<file path="src/rtl/dispensador_pkg.sv">
// Shared types and default step timings for the beverage dispenser sequencer.
package dispensador_pkg;

    typedef enum logic [2:0] {
        OCIOSO,
        COPO,
        PO,
        AGUA,
        FIM,
        ERRO
    } estado_t;

    typedef enum logic {
        CAFE,
        SOPA
    } produto_t;

    localparam int CNT_W_DEF       = 8;
    localparam int T_COPO_DEF      = 4;
    localparam int T_PO_DEF        = 3;
    localparam int T_AGUA_CAFE_DEF = 8;
    localparam int T_AGUA_SOPA_DEF = 12;

endpackage

</file>
<file path="src/rtl/contador_passo.sv">
// Load-and-decrement step timer; fim flags the last cycle of the current step.
module contador_passo #(
    parameter int CNT_W = 8
) (
    input  logic             clk,
    input  logic             rst_n,
    input  logic             carga,
    input  logic [CNT_W-1:0] valor,
    output logic             fim
);

    logic [CNT_W-1:0] cnt;

    // Holds at zero instead of wrapping once a step has ended.
    always_ff @(posedge clk or negedge rst_n) begin
        if (!rst_n) begin
            cnt <= '0;
        end else if (carga) begin
            cnt <= valor;
        end else if (cnt != '0) begin
            cnt <= cnt - CNT_W'(1);
        end
    end

    assign fim = (cnt == CNT_W'(1));

endmodule

</file>
<file path="src/rtl/dispensador_bebida.sv">
// Drink dispense sequencer: cup drop, cup check, powder, water, completion pulse.
module dispensador_bebida
    import dispensador_pkg::*;
#(
    parameter int CNT_W       = CNT_W_DEF,
    parameter int T_COPO      = T_COPO_DEF,
    parameter int T_PO        = T_PO_DEF,
    parameter int T_AGUA_CAFE = T_AGUA_CAFE_DEF,
    parameter int T_AGUA_SOPA = T_AGUA_SOPA_DEF
) (
    input  logic clk,
    input  logic rst_n,
    input  logic cafe,
    input  logic sopa,
    input  logic copo_ok,
    input  logic limpa_erro,
    output logic pronto,
    output logic servindo,
    output logic motor_copo,
    output logic po_cafe,
    output logic po_sopa,
    output logic agua,
    output logic concluido,
    output logic erro
);

    localparam int T_MAX = (2 ** CNT_W) - 1;

    if (T_COPO < 1 || T_COPO > T_MAX || T_PO < 1 || T_PO > T_MAX ||
        T_AGUA_CAFE < 1 || T_AGUA_CAFE > T_MAX ||
        T_AGUA_SOPA < 1 || T_AGUA_SOPA > T_MAX) begin : g_chk_tempos
        $error("dispensador_bebida: step time out of range for CNT_W");
    end

    localparam logic [CNT_W-1:0] L_COPO      = CNT_W'(T_COPO);
    localparam logic [CNT_W-1:0] L_PO        = CNT_W'(T_PO);
    localparam logic [CNT_W-1:0] L_AGUA_CAFE = CNT_W'(T_AGUA_CAFE);
    localparam logic [CNT_W-1:0] L_AGUA_SOPA = CNT_W'(T_AGUA_SOPA);

    estado_t          estado, prox_estado;
    produto_t         produto, prox_produto;
    logic             cafe_ant, sopa_ant;
    logic             req_cafe, req_sopa;
    logic             carga;
    logic [CNT_W-1:0] valor_carga;
    logic             fim_passo;

    assign req_cafe = cafe & ~cafe_ant;
    assign req_sopa = sopa & ~sopa_ant;

    contador_passo #(.CNT_W(CNT_W)) u_contador (
        .clk   (clk),
        .rst_n (rst_n),
        .carga (carga),
        .valor (valor_carga),
        .fim   (fim_passo)
    );

    // Edge-detect history runs in every state so held commands never fire late.
    always_ff @(posedge clk or negedge rst_n) begin
        if (!rst_n) begin
            estado   <= OCIOSO;
            produto  <= CAFE;
            cafe_ant <= 1'b0;
            sopa_ant <= 1'b0;
        end else begin
            estado   <= prox_estado;
            produto  <= prox_produto;
            cafe_ant <= cafe;
            sopa_ant <= sopa;
        end
    end

    always_comb begin
        prox_estado  = estado;
        prox_produto = produto;
        carga        = 1'b0;
        valor_carga  = '0;
        case (estado)
            OCIOSO: begin
                if (req_sopa || req_cafe) begin
                    prox_estado  = COPO;
                    prox_produto = req_sopa ? SOPA : CAFE;
                    carga        = 1'b1;
                    valor_carga  = L_COPO;
                end
            end
            COPO: begin
                if (fim_passo) begin
                    if (copo_ok) begin
                        prox_estado = PO;
                        carga       = 1'b1;
                        valor_carga = L_PO;
                    end else begin
                        prox_estado = ERRO;
                    end
                end
            end
            PO: begin
                if (fim_passo) begin
                    prox_estado = AGUA;
                    carga       = 1'b1;
                    valor_carga = (produto == SOPA) ? L_AGUA_SOPA : L_AGUA_CAFE;
                end
            end
            AGUA: begin
                if (fim_passo) begin
                    prox_estado = FIM;
                end
            end
            FIM:  prox_estado = OCIOSO;
            ERRO: begin
                if (limpa_erro) begin
                    prox_estado = OCIOSO;
                end
            end
            default: prox_estado = OCIOSO;
        endcase
    end

    // Output register: decoded from state and latched product, one cycle behind state.
    always_ff @(posedge clk or negedge rst_n) begin
        if (!rst_n) begin
            pronto     <= 1'b1;
            servindo   <= 1'b0;
            motor_copo <= 1'b0;
            po_cafe    <= 1'b0;
            po_sopa    <= 1'b0;
            agua       <= 1'b0;
            concluido  <= 1'b0;
            erro       <= 1'b0;
        end else begin
            pronto     <= (estado == OCIOSO);
            servindo   <= (estado == COPO) || (estado == PO) ||
                          (estado == AGUA) || (estado == FIM);
            motor_copo <= (estado == COPO);
            po_cafe    <= (estado == PO) && (produto == CAFE);
            po_sopa    <= (estado == PO) && (produto == SOPA);
            agua       <= (estado == AGUA);
            concluido  <= (estado == FIM);
            erro       <= (estado == ERRO);
        end
    end

endmodule

</file>
<file path="config.mk">
export PLATFORM = sky130hd
export DESIGN_NAME = dispensador_bebida
export DESIGN_NICKNAME = d
export VERILOG_FILES = /design/src/rtl/dispensador_pkg.sv /design/src/rtl/contador_passo.sv /design/src/rtl/dispensador_bebida.sv
export SDC_FILE = /design/constraint.sdc
export NUM_CORES = 1
export LEC_CHECK = 0
export ABC_CLOCK_PERIOD_IN_PS = 4500
export BUFFER_PORTS_ARGS = -buffer_cell sky130_fd_sc_hd__buf_2
export CORE_UTILIZATION = 45
export DETAILED_ROUTE_END_ITERATION = 12
export SLEW_MARGIN = 5
export SYNTH_ARGS = -nofsm -noshare
export SYNTH_HDL_FRONTEND = slang
export SYNTH_SLANG_ARGS = --single-unit
</file>
<file path="constraint.sdc">
create_clock -name clk -period 4.5 [get_ports clk]
set_input_delay 0.9 -clock clk [delete_from_list [all_inputs] [get_ports clk]]
set_output_delay 0.9 -clock clk [all_outputs]
set_load 0.01 [all_outputs]
</file>
Yosys cells after proc, flatten, opt, wreduce, memory -nomap -nowiden
Index checks and enable logic that the tools add are counted.

word-level totals
  register bits = 22
  word-level logic and storage cells = 62
  input port bits = 6
  output and inout bits = 8

cells by class
  multiplexer cells = 21
  bitwise operators = 5
  equality and inequality tests = 11
  reductions and logical operators = 11
  add/sub/neg operators = 1

operators by type and width
  cell                                                                    number
  3-bit 2-to-1 mux                                                        8
  8-bit 2-to-1 mux                                                        2
  3-bit case mux with 5 select lines                                      1
  4-bit case mux with 3 select lines                                      1
  2-bit != test (second input constant)                                   5
  8-bit by 1-bit equality test with 1-bit output (second input constant)  1
  8-bit nonzero test                                                      1
  8-bit by 1-bit subtractor with 8-bit output (second input constant)     1
  3-bit by 2-bit equality test with 1-bit output (second input constant)  2
  3-bit equality test (second input constant)                             2
  1-bit 2-to-1 mux                                                        5
  5-bit AND reduction                                                     1
  1-bit logical OR                                                        4
  2-bit 2-to-1 mux                                                        2
  4-bit 2-to-1 mux                                                        1
  3-bit by 1-bit equality test with 1-bit output (second input constant)  1
  3-bit zero test                                                         1
  1-bit inverter                                                          3
  1-bit case mux with 3 select lines                                      1
  1-bit bitwise AND                                                       2
  1-bit logical AND                                                       2
  2-bit AND reduction                                                     1
  2-bit nonzero test                                                      1

Longest topological paths before layout
  depth after elaboration = 6
  mapped depth = 6
  depth with buffers taken out = 6

By module
Synthesis repeated with hierarchy kept, for this count alone.

second synthesis, totals
  cell total of the unflattened synthesis = 112
  area total of the unflattened synthesis = 1,164.9 um2

modules (own cells, without submodules)
  module              area each (um2)  seq. area each (um2)  times used  cells each
  dispensador_bebida  624.3            351.6                 1           51
  contador_passo      540.5            200.2                 1           61

Least setup slack after synthesis
Ideal clock, no wire load.

  path kind = input port to flip-flop
  start point = input copo_ok
  end point = register u_contador.cnt[0]
  path buffers = 0
  setup slack = 2,669 ps
  cell stages on the path = 4
  library setup time = 139 ps
  arrival time = 1,692 ps
  required time = 4,361 ps
  cells stage by stage = nor4bb_1 > nor2_1 > o21ai_1 > o21ai_0

on the way
  longest elaborated chain between the ends = 4
  elaborated cells on any way between the ends = 8
  classes of those cells = 7 x mux; 1 x reduce/logical

ends and longest elaborated chain
  element                                                                                   RTL line                  text
  from (decl)                                                                               dispensador_bebida.sv:15  input logic copo_ok,
  2-bit 2-to-1 mux or 1-bit 2-to-1 mux (tied branches)                                      dispensador_bebida.sv:90  if (copo_ok) begin
  2-bit 2-to-1 mux or 1-bit 2-to-1 mux (tied branches)                                      dispensador_bebida.sv:89  if (fim_passo) begin
  4-bit case mux with 3 select lines or 1-bit case mux with 3 select lines (tied branches)  dispensador_bebida.sv:79  case (estado)
  8-bit 2-to-1 mux or 2-bit nonzero test (tied branches)                                    n/a
  to (signal assigned)                                                                      contador_passo.sv:19      cnt <= valor;
  to (signal assigned)                                                                      contador_passo.sv:21      cnt <= cnt - CNT_W'(1);
  to (decl)                                                                                 contador_passo.sv:12      logic [CNT_W-1:0] cnt;

Several ways; a longest one is shown, not always the timed one.
A chain may end at the register's enable or synchronous reset.

Worst setup path after layout
  start point = register estado[1]
  end point = register u_contador.cnt[0]

on the way
  longest elaborated chain between the ends = 3
  elaborated cells on any way between the ends = 7
  classes of those cells = 2 x eq/ne; 3 x mux; 2 x reduce/logical

ends and longest elaborated chain
  element                                                                                   RTL line                  text
  from (decl)                                                                               dispensador_bebida.sv:40  estado_t estado, prox_estado;
  from (signal assigned)                                                                    dispensador_bebida.sv:67  estado <= prox_estado;
  3-bit by 2-bit equality test with 1-bit output, or another cell as far along              dispensador_bebida.sv:79
  4-bit case mux with 3 select lines or 1-bit case mux with 3 select lines (tied branches)  dispensador_bebida.sv:79
  8-bit 2-to-1 mux or 2-bit nonzero test (tied branches)                                    n/a

Several ways; a longest one is shown, not always the timed one.

==> run summary <==
Syn avg cell area -> 10.61 sq um
CP max stage delay -> 540 ps
EDFF count, synth -> 0
Setup TNS -> 0 ps
Ratio of cells with drive above 1 in the final layout -> 0.2342
Vias per inst -> 5.590
Hold-fix buffers at CTS -> 0
CP max stage cell -> dfrtp_1
Core area -> 2191 sq um
Initial antenna violation count -> 0
Clock transition at path regs -> 120 ps
Multi-input gate area -> 460.4 sq um
Ranking of synthesized cells by area -> dfrtp_1, nor2_1, mux2i_1, o21ai_0, nor3b_1
Clock Skews -> 13.31 ps
Total clock sinks -> 22
Vias after detailed routing -> 777
Critical setup path kind -> reg2reg
I/O Buffers -> 13
Total gr overflow -> 0
Fin. Hold Viols -> 0
Most frequent cells in the layout -> dfrtp_1, buf_2, nor2_1
FP Rows -> 17
Worst path depth -> 4
Synthesized Nets -> 106
Routability cong. -> 0.7778
Synth Instances -> 98
Die Area -> 2507 sq um
GRT Util Overall -> 0.1734
Cts repair resizes -> 0
Proportion of synthesized chip area in sequential cells -> 0.5307
Final WS setup -> 2565 ps
Yosys Warn Count -> 0
Ys flop type -> dfrtp_1
Register Area -> 551.8 sq um
Cell Area, Synth -> 1040 sq um
VDD IR-drop max -> 0.0001797 V
P&R area growth vs syn -> 11.55%
Die height -> 50.07 um
Chip width -> 50.07 um
Fillers -> 198
Share of the synthesized area in the top cell type -> 0.5054
First-pass GRT wire length -> 3.180 mm
Detail Placement HPWL -> 1.388 mm
Clock latency on the worst-skew pair -> 300 ps
Relative slew slack -> 0.6842
Crit-path cells -> nor3_1 -> o21ai_0 -> o21ai_1 -> o21ai_0
Critical Path Start Type -> register
Top delay family on crit path -> compound AO/OA/AOI/OAI gates
Pin count of the biggest net entering global routing -> 23
Crit end category -> register
Diodes inserted -> 0
TritonRoute pass-1 iters -> 6
Drt initial violations -> 16
HP Class -> reg2reg
Lkg Pwr -> 0.4859 nW
Starting Density -> 0.4746
Buffer and inverter count on the worst path -> 0
Final nets -> 120
Commonest non-fill, non-tap cell in the layout -> dfrtp_1
R2R depth -> 4
Slew @ Worst Pin -> 473.7 ps
Register bit total from synthesis -> 22
RSZ-0062 raised after global routing -> false
Fmax -> 0.5168 GHz
Yosys cell types -> 36
CTS root buf -> clkbuf_4
Synth async-reset ratio -> 1.000
Total CTS buffers -> 3
Final Core Density -> 0.5294
Final min period -> 1935 ps
Most used cell, CP -> o21ai_0
Setup violations, final -> 0
Pre-CTS WS -> 2410 ps
TritonCTS clock tree -> yes
Required @ worst endpoint -> 4660 ps
Arr. time, crit path -> 2100 ps
Fin. max-slew vios -> 0
Antenna Nets Post-Route -> 0
Yosys top cell by area -> dfrtp_1
Deepest clock path buffer count -> 2
Remaining DRCs -> 0
# H-tree levels -> 1
Post-CTS setup buffers -> 0
Power per cell area -> 269.5 nW/um^2
Hold path cells -> 1
Max FO, Critical Path -> 13
IO Pins -> 14
Vias in the first global route -> 691
Status -> finished, final reports clean
Max Cap Violations -> 0
Total Wirelength -> 1.873 mm
Crit share post-route -> 0.4300
Wirelength per Cell -> 13.47 um
Yosys cell counts (2+ instances only):
library cell,number
xor2_1,2
nand3_1,4
mux2i_1,3
clkbuf_1,3
o22ai_1,2
nor2_1,12
nor3b_1,4
a21oi_1,2
o21ai_0,6
nor3_1,2
nand2_1,4
inv_1,3
ha_1,2
nor2b_1,4
and3_1,2
o21ai_1,2
mux2_2,2
dfrtp_1,21
through the flow:
step	total power (W)	cells	cell area, sq um	hold WS (ps)
2_1_floorplan	0.0002041	98	1040	414.6
3_3_place_gp	0.0002105	135	1124	452.3
3_5_place_dp	0.0002108	135	1124	455.2
4_1_cts	0.0003170	139	1160	468.4
5_1_grt	0.0003266	139	1160	503.8
6_report	0.0003126	139	1160	460.3
registers in the layout, indices dropped and copies added (netlist names):
signal	flops
po_cafe	1
pronto	1
motor_copo	1
erro	1
po_sopa	1
u_contador.cnt	8
servindo	1
cafe_ant	1
concluido	1
sopa_ant	1
agua	1
produto	1
estado	3
metal layers:
layer,wire (um),track usage,vias to the layer above
li1,-,-,375
met1,922,0.2461,376
met2,828,0.2378,22
met3,96,0.04938,4
met4,25,0.08571,0
met5,0,0,-
layout make-up:
type,instances,share of cell area
sequential,22,0.4757
multi-input combinational,69,0.3970
timing repair buffer,13,0.05610
clock buffer,4,0.03128
tap,28,0.03021
inverter,3,0.009709
cell families after synthesis:
| kind of cell | share of synthesized area |
|---|---|
| buffers and inverters | 0.02647 |
| DFF | 0.5307 |
| adders and majority gates | 0.02406 |
| muxes | 0.05054 |
| xor gates and xnor gates | 0.02528 |
| and+or+nand+nor | 0.2347 |
| AOI/OAI and AO/OA | 0.1083 |
power breakdown:
| part | internal (W) | switching (W) |
|---|---|---|
| clock network | 0.0000493 | 0.0000568 |
| registers | 0.000199 | 0.000000303 |
| logic | 0.00000253 | 0.00000510 |
worst paths after layout:
| path | start | to | slack [ps] |
|---|---|---|---|
| setup / recovery | estado[1] | u_contador.cnt[0] | 2570 |
| hold / removal | produto | po_cafe | 460 |
| setup reg to reg | estado[1] | u_contador.cnt[0] | 2570 |
| hold reg to reg | produto | po_cafe | 460 |
| max in group asynchronous | rst_n | pronto | 3620 |
| min in group asynchronous | rst_n | po_sopa | 530 |
No activity file was read; power rests on OpenSTA's default activity.
